===== config.mk =====
export PLATFORM = sky130hd
export DESIGN_NAME = exu_alu_sched
export DESIGN_NICKNAME = d
export VERILOG_FILES = /design/src/rtl/alioth_alu_pkg.sv /design/src/rtl/exu_alu.sv /design/src/rtl/exu_alu_sched.sv
export SDC_FILE = /design/constraint.sdc
export NUM_CORES = 1
export LEC_CHECK = 0
export BUFFER_PORTS_ARGS = -buffer_cell sky130_fd_sc_hd__buf_2
export CORE_AREA = 2 2 199 221
export CTS_CLUSTER_DIAMETER = 80
export DETAILED_ROUTE_END_ITERATION = 10
export DIE_AREA = 0 0 201 223
export GPL_TIMING_DRIVEN = 0
export PLACE_DENSITY = 0.48
export SYNTH_ARGS = -nofsm -noshare
export SYNTH_HDL_FRONTEND = slang
export SYNTH_SLANG_ARGS = --single-unit
export TNS_END_PERCENT = 1

===== constraint.sdc =====
create_clock -name clk -period 5.8 [get_ports clk]
set_input_delay 1.16 -clock clk [delete_from_list [all_inputs] [get_ports clk]]
set_output_delay 1.16 -clock clk [all_outputs]
set_load 0.05 [all_outputs]

===== src/rtl/alioth_alu_pkg.sv =====
// Shared ALU definitions for the execute-stage scheduler and its ALU.
// Holds the one-hot opcode bit positions (add is the MSB, jump the LSB),
// the packed request record that travels from a requester into the ALU,
// and the output-stage state encoding.
package alioth_alu_pkg;

    localparam int OP_W     = 13;
    localparam int OP_ADD   = 12;
    localparam int OP_SUB   = 11;
    localparam int OP_SLL   = 10;
    localparam int OP_SLT   = 9;
    localparam int OP_SLTU  = 8;
    localparam int OP_XOR   = 7;
    localparam int OP_SRL   = 6;
    localparam int OP_SRA   = 5;
    localparam int OP_OR    = 4;
    localparam int OP_AND   = 3;
    localparam int OP_LUI   = 2;
    localparam int OP_AUIPC = 1;
    localparam int OP_JUMP  = 0;

    typedef struct packed {
        logic [OP_W-1:0] op;
        logic [31:0]     op1;
        logic [31:0]     op2;
        logic [4:0]      rd;
    } alu_req_t;

    typedef enum logic {
        ST_EMPTY = 1'b0,
        ST_FULL  = 1'b1
    } wb_state_t;

endpackage


===== src/rtl/exu_alu.sv =====
// Combinational integer ALU.
// Ports:
//   req_alu    - one of the arithmetic/logic op bits (add..auipc) is set
//   jump       - jump op: writes the link value op1 + op2
//   int_assert - kill: forces result and write enable to zero
//   op         - one-hot opcode (bit positions from alioth_alu_pkg)
//   op1, op2   - operands; shift amount is op2[4:0]
//   res        - result
//   we         - write enable
// The opcode is one-hot, so the result is an AND-OR of every candidate.
// lui passes op2 through (the immediate arrives pre-shifted); auipc and
// jump are plain op1 + op2 with op1 carrying the pc.
module exu_alu
    import alioth_alu_pkg::*;
(
    input  logic            req_alu,
    input  logic            jump,
    input  logic            int_assert,
    input  logic [OP_W-1:0] op,
    input  logic [31:0]     op1,
    input  logic [31:0]     op2,
    output logic [31:0]     res,
    output logic            we
);

    logic [31:0] sum_s;
    logic [31:0] diff_s;
    logic [4:0]  shamt_s;
    logic [31:0] raw_s;
    logic        kill_s;

    assign sum_s   = op1 + op2;
    assign diff_s  = op1 - op2;
    assign shamt_s = op2[4:0];
    assign kill_s  = int_assert;

    // Select the result of whichever one-hot op bit is set.
    always_comb begin
        raw_s = ({32{op[OP_ADD]}}   & sum_s)
              | ({32{op[OP_SUB]}}   & diff_s)
              | ({32{op[OP_SLL]}}   & (op1 << shamt_s))
              | ({32{op[OP_SLT]}}   & {31'd0, ($signed(op1) < $signed(op2))})
              | ({32{op[OP_SLTU]}}  & {31'd0, (op1 < op2)})
              | ({32{op[OP_XOR]}}   & (op1 ^ op2))
              | ({32{op[OP_SRL]}}   & (op1 >> shamt_s))
              | ({32{op[OP_SRA]}}   & 32'($signed(op1) >>> shamt_s))
              | ({32{op[OP_OR]}}    & (op1 | op2))
              | ({32{op[OP_AND]}}   & (op1 & op2))
              | ({32{op[OP_LUI]}}   & op2)
              | ({32{op[OP_AUIPC]}} & sum_s)
              | ({32{jump}}         & sum_s);
        res = kill_s ? 32'd0 : raw_s;
        we  = (req_alu | jump) & ~kill_s;
    end

endmodule


===== src/rtl/exu_alu_sched.sv =====
// Two-requester ALU scheduler with a single registered write-back stage.
// Ports:
//   clk, rst_n                  - clock, asynchronous active-low reset
//   reqN_valid_i / reqN_ready_o - requester N handshake (N = 0, 1)
//   reqN_op_i/op1_i/op2_i/rd_i  - one-hot op, operands, destination
//   int_assert_i                - flush: blocks accepts, drops held result
//   wb_valid_o / wb_ready_i     - write-back handshake
//   wb_data_o/rd_o/we_o/src_o   - held result, rd, write enable, source
//   issue_cnt_o                 - wrapping count of accepted ops
// RR_EN = 1 alternates on ties; RR_EN = 0 always favours requester 0.
module exu_alu_sched
    import alioth_alu_pkg::*;
#(
    parameter logic RR_EN = 1'b1
) (
    input  logic            clk,
    input  logic            rst_n,
    input  logic            req0_valid_i,
    output logic            req0_ready_o,
    input  logic [OP_W-1:0] req0_op_i,
    input  logic [31:0]     req0_op1_i,
    input  logic [31:0]     req0_op2_i,
    input  logic [4:0]      req0_rd_i,
    input  logic            req1_valid_i,
    output logic            req1_ready_o,
    input  logic [OP_W-1:0] req1_op_i,
    input  logic [31:0]     req1_op1_i,
    input  logic [31:0]     req1_op2_i,
    input  logic [4:0]      req1_rd_i,
    input  logic            int_assert_i,
    output logic            wb_valid_o,
    input  logic            wb_ready_i,
    output logic [31:0]     wb_data_o,
    output logic [4:0]      wb_rd_o,
    output logic            wb_we_o,
    output logic            wb_src_o,
    output logic [15:0]     issue_cnt_o
);

    wb_state_t   state_r;
    wb_state_t   state_nxt_s;
    logic        last_grant_r;
    logic        grant0_s;
    logic        grant1_s;
    logic        can_accept_s;
    logic        accept_s;
    alu_req_t    req0_s;
    alu_req_t    req1_s;
    alu_req_t    sel_s;
    logic        req_alu_s;
    logic [31:0] alu_res_s;
    logic        alu_we_s;

    assign req0_s = {req0_op_i, req0_op1_i, req0_op2_i, req0_rd_i};
    assign req1_s = {req1_op_i, req1_op1_i, req1_op2_i, req1_rd_i};

    // Grant: a lone requester wins; on a tie alternate or favour req0.
    always_comb begin
        grant0_s = 1'b0;
        grant1_s = 1'b0;
        if (req0_valid_i && req1_valid_i) begin
            if (RR_EN && (last_grant_r == 1'b0)) begin
                grant1_s = 1'b1;
            end else begin
                grant0_s = 1'b1;
            end
        end else if (req0_valid_i) begin
            grant0_s = 1'b1;
        end else if (req1_valid_i) begin
            grant1_s = 1'b1;
        end else begin
            grant0_s = 1'b0;
            grant1_s = 1'b0;
        end
    end

    // Readies come only from grant, stage occupancy and wb_ready_i, never
    // from the result path; rst_n keeps them low throughout reset.
    assign can_accept_s = (state_r == ST_EMPTY) || wb_ready_i;
    assign req0_ready_o = grant0_s & can_accept_s & ~int_assert_i & rst_n;
    assign req1_ready_o = grant1_s & can_accept_s & ~int_assert_i & rst_n;
    assign accept_s     = req0_ready_o | req1_ready_o;

    assign sel_s     = grant1_s ? req1_s : req0_s;
    assign req_alu_s = |sel_s.op[OP_ADD:OP_AUIPC];

    exu_alu u_alu (
        .req_alu    (req_alu_s),
        .jump       (sel_s.op[OP_JUMP]),
        .int_assert (1'b0),
        .op         (sel_s.op),
        .op1        (sel_s.op1),
        .op2        (sel_s.op2),
        .res        (alu_res_s),
        .we         (alu_we_s)
    );

    // Output-stage next state: flush beats accept, accept beats drain.
    always_comb begin
        state_nxt_s = state_r;
        if (int_assert_i) begin
            state_nxt_s = ST_EMPTY;
        end else if (accept_s) begin
            state_nxt_s = ST_FULL;
        end else if ((state_r == ST_FULL) && wb_ready_i) begin
            state_nxt_s = ST_EMPTY;
        end else begin
            state_nxt_s = state_r;
        end
    end

    // Output-stage state register.
    always_ff @(posedge clk or negedge rst_n) begin
        if (!rst_n) begin
            state_r <= ST_EMPTY;
        end else begin
            state_r <= state_nxt_s;
        end
    end

    assign wb_valid_o = (state_r == ST_FULL);

    // Result payload, arbitration history and issue counter; all change
    // only on an accept, so a flush leaves them untouched.
    always_ff @(posedge clk or negedge rst_n) begin
        if (!rst_n) begin
            wb_data_o    <= 32'd0;
            wb_rd_o      <= 5'd0;
            wb_we_o      <= 1'b0;
            wb_src_o     <= 1'b0;
            last_grant_r <= 1'b1;
            issue_cnt_o  <= 16'd0;
        end else if (accept_s) begin
            wb_data_o    <= alu_res_s;
            wb_rd_o      <= sel_s.rd;
            wb_we_o      <= alu_we_s & (sel_s.rd != 5'd0);
            wb_src_o     <= grant1_s;
            last_grant_r <= grant1_s;
            issue_cnt_o  <= issue_cnt_o + 16'd1;
        end else begin
            wb_data_o    <= wb_data_o;
            wb_rd_o      <= wb_rd_o;
            wb_we_o      <= wb_we_o;
            wb_src_o     <= wb_src_o;
            last_grant_r <= last_grant_r;
            issue_cnt_o  <= issue_cnt_o;
        end
    end

endmodule


==> results of run 1 <==
==> synthesized netlist by cell type, types with 25 or more instances <==
cell	count
o211ai_1	30
nor2_1	151
mux2i_1	224
o22ai_1	37
o21ai_0	122
nor2b_1	25
a211oi_1	35
mux2_2	36
ha_1	97
dfrtp_1	56
nand2_1	228
inv_1	92
a31oi_1	29
buf_2	29
xnor2_1	25
clkbuf_1	83
nand3_1	42
a21oi_1	167
nor3_1	43
==> through the flow <==
step | instance area [um^2] | power [mW] | hold slack, ps | utilization (%) | std cells
floorplan | 13520 | 2.345 | 580.1 | - | 1908
global placement | 15360 | 3.496 | 456.8 | 35.93 | 2705
detailed placement | 15400 | 3.489 | 459.0 | 36.02 | 2708
CTS | 15950 | 4.169 | 469.9 | 37.32 | 2719
global route | 16060 | 4.434 | 498.9 | 37.57 | 2720
finish | 16060 | 4.283 | 462.3 | 37.58 | 2722
==> cell families after synthesis <==
logic type | synth area share (%)
AOI/OAI and AO/OA | 30.93
xor gates and xnor gates | 1.878
adders and majority gates | 8.976
buffers and inverters | 7.292
DFF | 10.56
muxes | 20.76
and+or+nand+nor | 19.60
==> timing repair <==
| action | CTS | global route |
|---|---|---|
| setup endpoints to repair | 32 | 20 |
| setup buffers | 4 | 2 |
| cloned | 0 | 1 |
| resized for setup | 68 | 33 |
| pin swaps | 3 | 0 |
| hold buffers | 0 | 0 |
==> path summary, 6_finish.rpt <==
check                           startpoint              end  slack, ps  depth (start not counted)
min in group asynchronous            rst_n     wb_data_o[5]        880                          1
max in group asynchronous            rst_n     wb_data_o[8]       4330                          1
hold reg to reg            issue_cnt_o[15]  issue_cnt_o[15]        460                          1
setup reg to reg              last_grant_r    wb_data_o[13]        460                         10
setup / recovery              req1_valid_i    wb_data_o[13]         60                         11
hold / removal             issue_cnt_o[15]  issue_cnt_o[15]        460                          1
==> cell type report <==
cell class	instances	area (um^2)	share of cell area, %
timing repair buffer	233	1215	7.563
tap	574	718.2	4.471
buffer	130	676.9	4.214
sequential	57	1428	8.887
multi-input combinational	1612	11330	70.51
inverter	98	372.9	2.321
antenna	2	5.005	0.03115
clock buffer	11	242.7	1.511
clock inverter	5	78.83	0.4907
==> registers in the layout, indices dropped and copies added (netlist names) <==
| name | flops |
|---|---|
| wb_rd_o | 5 |
| issue_cnt_o | 16 |
| wb_we_o | 1 |
| last_grant_r | 1 |
| wb_data_o | 32 |
| wb_src_o | 1 |
| wb_valid_o | 1 |
==> per-layer routing <==
| layer | vias up | part of all wire (%) | track usage, % |
|---|---|---|---|
| met5 | - | 0 | 0 |
| met4 | 0 | 7.0 | 23.44 |
| met3 | 218 | 6.8 | 4.835 |
| met2 | 964 | 45 | 65.51 |
| met1 | 8724 | 41 | 50.59 |
| li1 | 7571 | - | - |
==> power by group <==
| group | switching (mW) | internal (mW) | leakage [nW] |
|---|---|---|---|
| registers | 0.0602 | 0.467 | 0.619 |
| logic | 2.23 | 0.907 | 6.33 |
| clock network | 0.231 | 0.387 | 0.159 |
| total | 2.52 | 1.76 | 7.11 |
==> layout by cell type, fill, tap and decap left out, types with 15 or more instances in the layout <==
| master | n |
|---|---|
| nand2_1 | 227 |
| o221ai_1 | 20 |
| a221oi_1 | 17 |
| nor4_1 | 16 |
| a31oi_1 | 29 |
| dfrtp_1 | 56 |
| buf_2 | 250 |
| clkbuf_1 | 61 |
| inv_1 | 92 |
| o21ai_0 | 119 |
| o22ai_1 | 37 |
| o21bai_1 | 20 |
| nand2b_1 | 15 |
| nor2_1 | 151 |
| o211ai_1 | 30 |
| mux2_2 | 36 |
| xnor2_1 | 25 |
| ha_1 | 95 |
| a211oi_1 | 31 |
| nor3_1 | 41 |
| mux2i_1 | 215 |
| a21oi_1 | 163 |
| nand3_1 | 42 |
| nand4_1 | 16 |
| nor2b_1 | 25 |
==> metrics.txt, run 1 <==
Slowest Stage Delay on Critical Path=1140 ps; worst clock skew=17.04 ps; routed via count=17.48k; htree depth=3; CP top delay family=simple AND/OR/NAND/NOR gates; period utilisation layout=99.03%; io pins=228; relative slew slack=-2.507%; Tot GR Track Use=39.99%; Period minus WS final=5744 ps; number of enable flip-flop cells after synthesis=0; TNS Setup=0 ps; Synth area leader=mux2i_1; drt wl/cell=33.90 um; worst skew pair latency=380 ps; synthesized area=13520 um^2; vias in the first global route=17.04k; violated checks=capacitance limit, slew limit; Worst Path Required=6050 ps; Mapped Cells=1908; unrepaired setup endpoints after global routing=no; Die Span X=201 um; nets@finish=2408; slew at the pin closest to its max-slew limit=1499 ps; CP Class=in2reg; Fmax=174.1 MHz; Total Routed Length=92270 um; Slew Limit Fails=1; Synth cell types=81; clock transition at the registers of the reported paths=60 ps; Worst setup SP type=primary input; DP HPWL=76170 um; critical path cell sequence=buf_2, a21bo_1, buf_6, buf_8, buf_2, mux2i_1, nand2_1, nand2_1, o221ai_1, a211o_1, o22a_1; Leak=7.108 nW; CTS root buffer=clkbuf_16; worst IR drop on VDD=0.1673 mV; CTS tree=built; synthesized area per cell=7.087 um^2; ys flop type=dfrtp_1; Row Count=80; top post-synthesis cells by area=mux2i_1 17%, dfrtp_1 10%, ha_1 9.0%; vias per inst=6.421; Vert. Die Dim=223 um; PortBufs=223; Antenna Violating Nets Remaining=0; Layout area overhead=18.80%; post-synth top area share=16.58%; Seq/Total Area, Yosys=10.56%; DRC Markers=0; die area=44820 um^2; first-pass iteration count of the detailed router=5; Initial Util=31.64%; dpl ws=-3801 ps; Setup WS post-layout=56.30 ps; routability cong.=1.048; # setup viols final=0; Clock Tree Buf Depth=2; CTS sink count=57; 1st-iter DRT viols=1787; crit end category=flop; largest net degree at the start of global routing=59; first-pass GRT wire length=128800 um; initial antenna violation count=0; run status=complete, but fails checks; maxcap violations=2; Final Hold Fails=0; Worst EP arrival=6000 ps; synthesis warning total=0; Post-Syn Nets=2175; Synth Register Bits=57; Num CTS Buffers=9; CP max stage cell=mux2i_1; Async S/R FF share, synth=100.0%; total core area=42740 um^2; total grt overflow=0; pwr/cell area=266.6 nW/um^2; crit path max fanout=11; Filler Cells Inserted=4763; CP Buf/Inv Count=4; proportion of layout cells with a drive suffix above 1=18.83%; Hold Path Class=reg2reg
Power figures use the tool's default switching activity.
==> run 2, diff against run 1 <==
==> constraint.sdc (replaced) <==
create_clock -name clk -period 5.8 [get_ports clk]
set_input_delay 0.87 -clock clk [delete_from_list [all_inputs] [get_ports clk]]
set_output_delay 0.87 -clock clk [all_outputs]
set_load 0.05 [all_outputs]
==> run 2 against run 1 <==
  * The flow finishes with violations (setup timing)
  * Critical path depth rose by 9
  * Via count fell by 0.23%
  * Combinational power barely moved
  * Hold slack barely moved
  * Wire length fell by 0.16%
  * Critical endpoint is now wb_data_o[0]
  * Global-route usage fell by 0.11 points
  * Core utilization fell by 0.28 points
  * Register-to-register slack got worse by 340 ps
==> metrics.txt, run 2 (synthesized netlist as in run 1, its figures left out) <==
Slowest Stage Delay on Critical Path=470 ps (was 1140 ps); CTS root buffer=clkbuf_16 (unchanged); period utilisation layout=100.0% (was 99.03%); Layout area overhead=17.91% (was 18.80%); 1st-iter DRT viols=1740 (was 1787); Regs by FF count=wb_data_o x32, issue_cnt_o x16, wb_rd_o x5 (unchanged); slew at the pin closest to its max-slew limit=1424 ps (was 1499 ps); clock power share=14.6% (was 14.4%); worst clock skew=16.55 ps (was 17.04 ps); routability cong.=1.048 (unchanged); Slew Limit Fails=0 (was 1); Hold Path Class=reg2reg (unchanged); total core area=42740 um^2 (unchanged); largest net degree at the start of global routing=59 (unchanged); critical path cell sequence=buf_2, a21bo_1, buf_6, buf_6, buf_12, buf_6, buf_6, buf_4, nand2_1, nand2_1, ha_1, a21o_1, a31oi_1, o211ai_1, a211oi_2, or3_1, a31oi_1, a211o_1, a2111oi_0, or3_1 (was buf_2, a21bo_1, buf_6, buf_8, buf_2, mux2i_1, nand2_1, nand2_1, o221ai_1, a211o_1, o22a_1); proportion of layout cells with a drive suffix above 1=18.10% (was 18.83%); clock transition at the registers of the reported paths=50 ps (was 60 ps); PortBufs=223 (unchanged); first-pass GRT wire length=128500 um (was 128800 um); CP Class=in2reg (unchanged); Hold Path Depth=1 (unchanged); routed via count=17.44k (was 17.48k); drt wl/cell=33.83 um (was 33.90 um); # setup viols final=1 (was 0); relative slew slack=2.356% (was -2.507%); violated checks=setup timing (was capacitance limit, slew limit); Setup WS post-layout=-1.870 ps (was 56.30 ps); Fmax=172.4 MHz (was 174.1 MHz); total grt overflow=0 (unchanged); worst IR drop on VDD=0.1671 mV (was 0.1673 mV); Worst EP arrival=6100 ps (was 6000 ps); worst skew pair latency=380 ps (about the same); Worst setup SP type=primary input (unchanged); maxcap violations=0 (was 2); vias in the first global route=17.04k (about the same); Worst Path Required=6100 ps (was 6050 ps); CP top delay family=compound AO/OA/AOI/OAI gates (was simple AND/OR/NAND/NOR gates); CTS sink count=57 (unchanged); FF-to-FF path depth=19 (was 10); first-pass iteration count of the detailed router=6 (was 5); unrepaired setup endpoints after global routing=yes (was no); CP Buf/Inv Count=7 (was 4); die area=44820 um^2 (unchanged); run status=complete, but fails checks (unchanged); Initial Util=31.64% (unchanged); DRC Markers=0 (unchanged); io pins=228 (unchanged); Crit path top cell by count=buf_6; Leak=7.079 nW (was 7.108 nW); Worst path depth=20 (was 11); Total Routed Length=92130 um (was 92270 um); Flop pwr share=12.4% (was 12.3%); Largest register FFs=32 (unchanged); dpl ws=-3511 ps (was -3801 ps); crit path max fanout=28 (was 11); Non-Filler Instances=2723 (was 2722); placed cell count=2708 (unchanged); DP HPWL=76170 um (unchanged); CTS tree=built (unchanged); Num CTS Buffers=9 (unchanged); Vert. Die Dim=223 um (unchanged); Antenna Cells=0 (was 2); Net Switching=2.510 mW (was 2.521 mW); most common cell after layout, fill and taps aside=buf_2 (unchanged); Sw Share=58.99% (was 58.87%); Biggest register=wb_data_o (unchanged); Final Hold Fails=0 (unchanged); Final Hold Slack=462.4 ps (was 462.3 ps); Int Power=1.745 mW (was 1.762 mW); nets@finish=2411 (was 2408); Clock Tree Buf Depth=2 (unchanged); pwr/cell area=266.9 nW/um^2 (was 266.6 nW/um^2); initial antenna violation count=1 (was 0); Period minus WS final=5802 ps (was 5744 ps); TNS Setup=-1.870 ps (was 0 ps); crit end category=flop (unchanged); Row Count=80 (unchanged); most frequent cells in the layout=248 x buf_2, 226 x nand2_1, 217 x mux2i_1 (was 250 x buf_2, 227 x nand2_1, 215 x mux2i_1); Tot GR Track Use=39.88% (was 39.99%); Comb pwr share=73.0% (was 73.3%); vias per inst=6.403 (was 6.421); htree depth=3 (unchanged); Antenna Violating Nets Remaining=0 (unchanged); Tot Pwr=4.255 mW (was 4.283 mW); Die Span X=201 um (unchanged); CTS Hold Bufs=0 (unchanged); CP max stage cell=a211oi_2 (was mux2i_1)
[run 2: per-layer routing]
layer / global-route usage [%] / up-vias / routed length, um
li1: - / 7582 / -
met1: 50.45 / 8695 / 37650
met2: 65.51 / 950 / 41920
met3: 4.455 / 209 / 6050
met4: 23.58 / 0 / 6512
met5: 0 / - / 0
[run 2: area by class of cell]
type | count | area, um^2
flip-flops and latches | 57 | 1428
fillers | 4772 | 26800
clock inverters | 5 | 78.83
inverters | 98 | 369.1
clock buffers | 11 | 242.7
plain buffers | 134 | 648.1
well taps | 574 | 718.2
multi-input cells | 1612 | 11270
repair buffers | 232 | 1190
[run 2: what timing repair did]
| item | in CTS | in global routing |
|---|---|---|
| resized for setup | 41 | 27 |
| setup buffers | 1 | 5 |
| pin swaps | 1 | 4 |
| endpoints found under the setup margin | 30 | 11 |
| cloned | 0 | 0 |
[run 2: path summary, 6_finish.rpt]
check	slack, ps	end	from
min in group asynchronous	600	wb_data_o[5]	rst_n
min reg2reg	460	issue_cnt_o[15]	issue_cnt_o[15]
max	-2	wb_data_o[0]	req1_valid_i
max reg2reg	120	wb_data_o[0]	last_grant_r
max in group asynchronous	4610	wb_data_o[8]	rst_n
min	460	issue_cnt_o[15]	issue_cnt_o[15]
[run 2: power by group through the flow]
stage                     registers, mW  logic (mW)  clock network [mW]
after floorplan                   0.755        1.59                   0
after global placement            0.529        2.97                   0
after detailed placement          0.532        2.96                   0
after CTS                         0.526        2.99               0.632
after global routing              0.535        3.23               0.640
final                             0.527        3.11               0.621
[run 2: stage by stage]
| step | utilization [%] | instance area, um^2 |
|---|---|---|
| final | 37.30 | 15940 |
| after global routing | 37.30 | 15940 |
| after CTS | 37.06 | 15840 |
| after detailed placement | 36.02 | 15400 |
| after global placement | 35.93 | 15360 |
| after floorplan | - | 13520 |
==> run 3, diff against run 2 <==
--- a/config.mk
+++ b/config.mk
@@ -6,12 +6,12 @@
 export NUM_CORES = 1
 export LEC_CHECK = 0
 export BUFFER_PORTS_ARGS = -buffer_cell sky130_fd_sc_hd__buf_2
-export CORE_AREA = 2 2 199 221
+export CORE_AREA = 2 2 159 176
 export CTS_CLUSTER_DIAMETER = 80
 export DETAILED_ROUTE_END_ITERATION = 10
-export DIE_AREA = 0 0 201 223
+export DIE_AREA = 0 0 161 178
 export GPL_TIMING_DRIVEN = 0
-export PLACE_DENSITY = 0.48
+export PLACE_DENSITY = 0.71
 export SYNTH_ARGS = -nofsm -noshare
 export SYNTH_HDL_FRONTEND = slang
 export SYNTH_SLANG_ARGS = --single-unit
==> constraint.sdc (replaced) <==
create_clock -name clk -period 5.8 [get_ports clk]
set_input_delay 0.58 -clock clk [delete_from_list [all_inputs] [get_ports clk]]
set_output_delay 0.58 -clock clk [all_outputs]
set_load 0.05 [all_outputs]
==> run 3 against run 2 <==
  * Via count rose by 6.7%
  * Cell count fell by 7.9%
  * Die area fell by 36%
  * The flow still finishes with violations (setup timing)
  * Hold slack got worse by 120 ps
  * Core utilization rose by 21 points
  * Critical path depth did not move
  * Fmax fell by 1.8%
==> metrics.txt, run 3 (synthesized netlist as in run 1, its figures left out) <==
FF-to-FF path depth=20 (was 19); r2r setup slk=-110 ps (was 120 ps); Layout area overhead=15.78% (was 17.91%); CP Class=reg2reg (was in2reg); htree depth=3 (unchanged); routability cong.=1.154 (was 1.048); pwr/cell area=271.5 nW/um^2 (was 266.9 nW/um^2); Row Count=63 (was 80); nets@finish=2409 (was 2411); placed cell count=2490 (was 2708); violated checks=setup timing (unchanged); # setup viols final=2 (was 1); crit path launch=last_grant_r (was req1_valid_i); unrepaired setup endpoints after global routing=yes (unchanged); Vert. Die Dim=178 um (was 223 um); maxcap violations=0 (unchanged); Antenna Violating Nets Remaining=0 (unchanged); Hold Path Class=in2async (was reg2reg); Total Routed Length=80980 um (was 92130 um); crit path max fanout=28 (unchanged); Largest register FFs=32 (unchanged); worst IR drop on VDD=0.1635 mV (was 0.1671 mV); Worst Setup EP=wb_data_o[28] (was wb_data_o[0]); Final Hold Fails=0 (unchanged); 1st-iter DRT viols=3078 (was 1740); most frequent cells in the layout=247 x buf_2, 227 x nand2_1, 220 x mux2i_1 (was 248 x buf_2, 226 x nand2_1, 217 x mux2i_1); crit end category=flop (unchanged); CTS sink count=57 (unchanged); Tot GR Track Use=54.41% (was 39.88%); FF+latch area=1428 um^2 (unchanged); PortBufs=223 (unchanged); total core area=26800 um^2 (was 42740 um^2); Fmax=169.3 MHz (was 172.4 MHz); run status=complete, but fails checks (unchanged); Initial Util=50.45% (was 31.64%); initial antenna violation count=4 (was 1); vias per inst=7.422 (was 6.403); TNS Setup=-121.9 ps (was -1.870 ps); Leak=7.054 nW (was 7.079 nW); slew at the pin closest to its max-slew limit=1268 ps (was 1424 ps); Regs by FF count=wb_data_o x32, issue_cnt_o x16, wb_rd_o x5 (unchanged); Worst setup SP type=flop (was primary input); CTS tree=built (unchanged); Non-Filler Instances=2507 (was 2723); clock transition at the registers of the reported paths=70 ps (was 50 ps); die area=28660 um^2 (was 44820 um^2); Worst Path Required=6040 ps (was 6100 ps); Tot Pwr=4.250 mW (was 4.255 mW); Filler Cells Inserted=2581 (was 4772); period utilisation layout=101.8% (was 100.0%); proportion of layout cells with a drive suffix above 1=17.75% (was 18.10%); Die Span X=161 um (was 201 um); dpl ws=-2097 ps (was -3511 ps); DRC Markers=0 (unchanged); worst skew pair latency=360 ps (was 380 ps); largest net degree at the start of global routing=59 (unchanged); vias in the first global route=17.44k (was 17.04k); area of the multi-input gates=11260 um^2 (was 11270 um^2); io pins=228 (unchanged); CTS root buffer=clkbuf_16 (unchanged); Slew Limit Fails=0 (unchanged); DP HPWL=63640 um (was 76170 um); Worst EP arrival=6140 ps (was 6100 ps); worst clock skew=8.658 ps (was 16.55 ps); Reg-to-Reg End=wb_data_o[28] (was wb_data_o[0]); Setup WS post-layout=-106.1 ps (was -1.870 ps); drt wl/cell=32.30 um (was 33.83 um); Period minus WS final=5906 ps (was 5802 ps); total grt overflow=0 (unchanged); first-pass iteration count of the detailed router=7 (was 6); Reg-to-Reg Start=last_grant_r (unchanged); Clock Tree Buf Depth=2 (unchanged); first-pass GRT wire length=115200 um (was 128500 um); Biggest register=wb_data_o (unchanged); routed via count=18.61k (was 17.44k); Num CTS Buffers=9 (unchanged); relative slew slack=13.08% (was 2.356%); most common cell after layout, fill and taps aside=buf_2 (unchanged); Core Util, Final=58.41% (was 37.30%)
[run 3: power by group]
| part | switching (mW) | internal (mW) |
|---|---|---|
| sequential | 0.0637 | 0.467 |
| clock | 0.255 | 0.426 |
| combinational | 2.16 | 0.882 |
[run 3: metrics by stage]
stage / hold WS [ps] / cell area (um^2)
global route: 397.8 / 15650
finish: 345.4 / 15660
global placement: 456.0 / 15080
CTS: 365.2 / 15530
detailed placement: 466.2 / 15110
floorplan: 284.4 / 13520
[run 3: layout make-up]
class                           instances  share of cell area (%)
Timing Repair Buffer                  230                   7.481
Antenna cell                            3                 0.04795
Clock buffer                            9                   1.439
Multi-Input combinational cell       1612                   71.94
Buffer                                134                   3.964
Tap cell                              357                   2.853
Inverter                               98                   2.358
Clock inverter                          7                  0.7992
Sequential cell                        57                   9.119
[run 3: how the worst min path moves through the flow]
| stage | end | slack, ps | depth (start not counted) |
|---|---|---|---|
| final | issue_cnt_o[3] | 350 | 1 |
| after global routing | issue_cnt_o[3] | 400 | 1 |
| after CTS | issue_cnt_o[3] | 370 | 1 |
| after detailed placement | issue_cnt_o[15] | 470 | 1 |
| after global placement | issue_cnt_o[15] | 460 | 1 |
| after floorplan | issue_cnt_o[0] | 280 | 0 |
[run 3: timing repair]
item,in CTS,in global routing
setup buffers,1,3
gates cloned,0,0
setup endpoints to repair,24,21
hold endpoints to repair,0,0
hold buffers,0,0
pin swaps,1,3
gates resized for setup,24,27
[run 3: critical path, cell delays in order, from the launching register on]
cell      delay, ps
dfstp_2         580
a21bo_1         140
buf_6           220
buf_6           260
buf_12          290
buf_6           270
buf_4           330
clkbuf_4        340
nand2_1          80
nand2_1         330
ha_2            380
nor3_2          110
nand2b_1        170
nor4_4           70
buf_4           190
o41ai_2         340
and3_1          310
nor2_1          150
a211o_1         380
a311o_1         410
o32a_1          340
[run 3: layer usage]
layer / routed length [um] / global-route usage, % / vias to the layer above
met2: 32810 / 81.15 / 1833
li1: - / - / 7573
met1: 27870 / 63.24 / 8589
met5: 78 / 0 / -
met4: 8801 / 45.46 / 8
met3: 11410 / 18.09 / 605
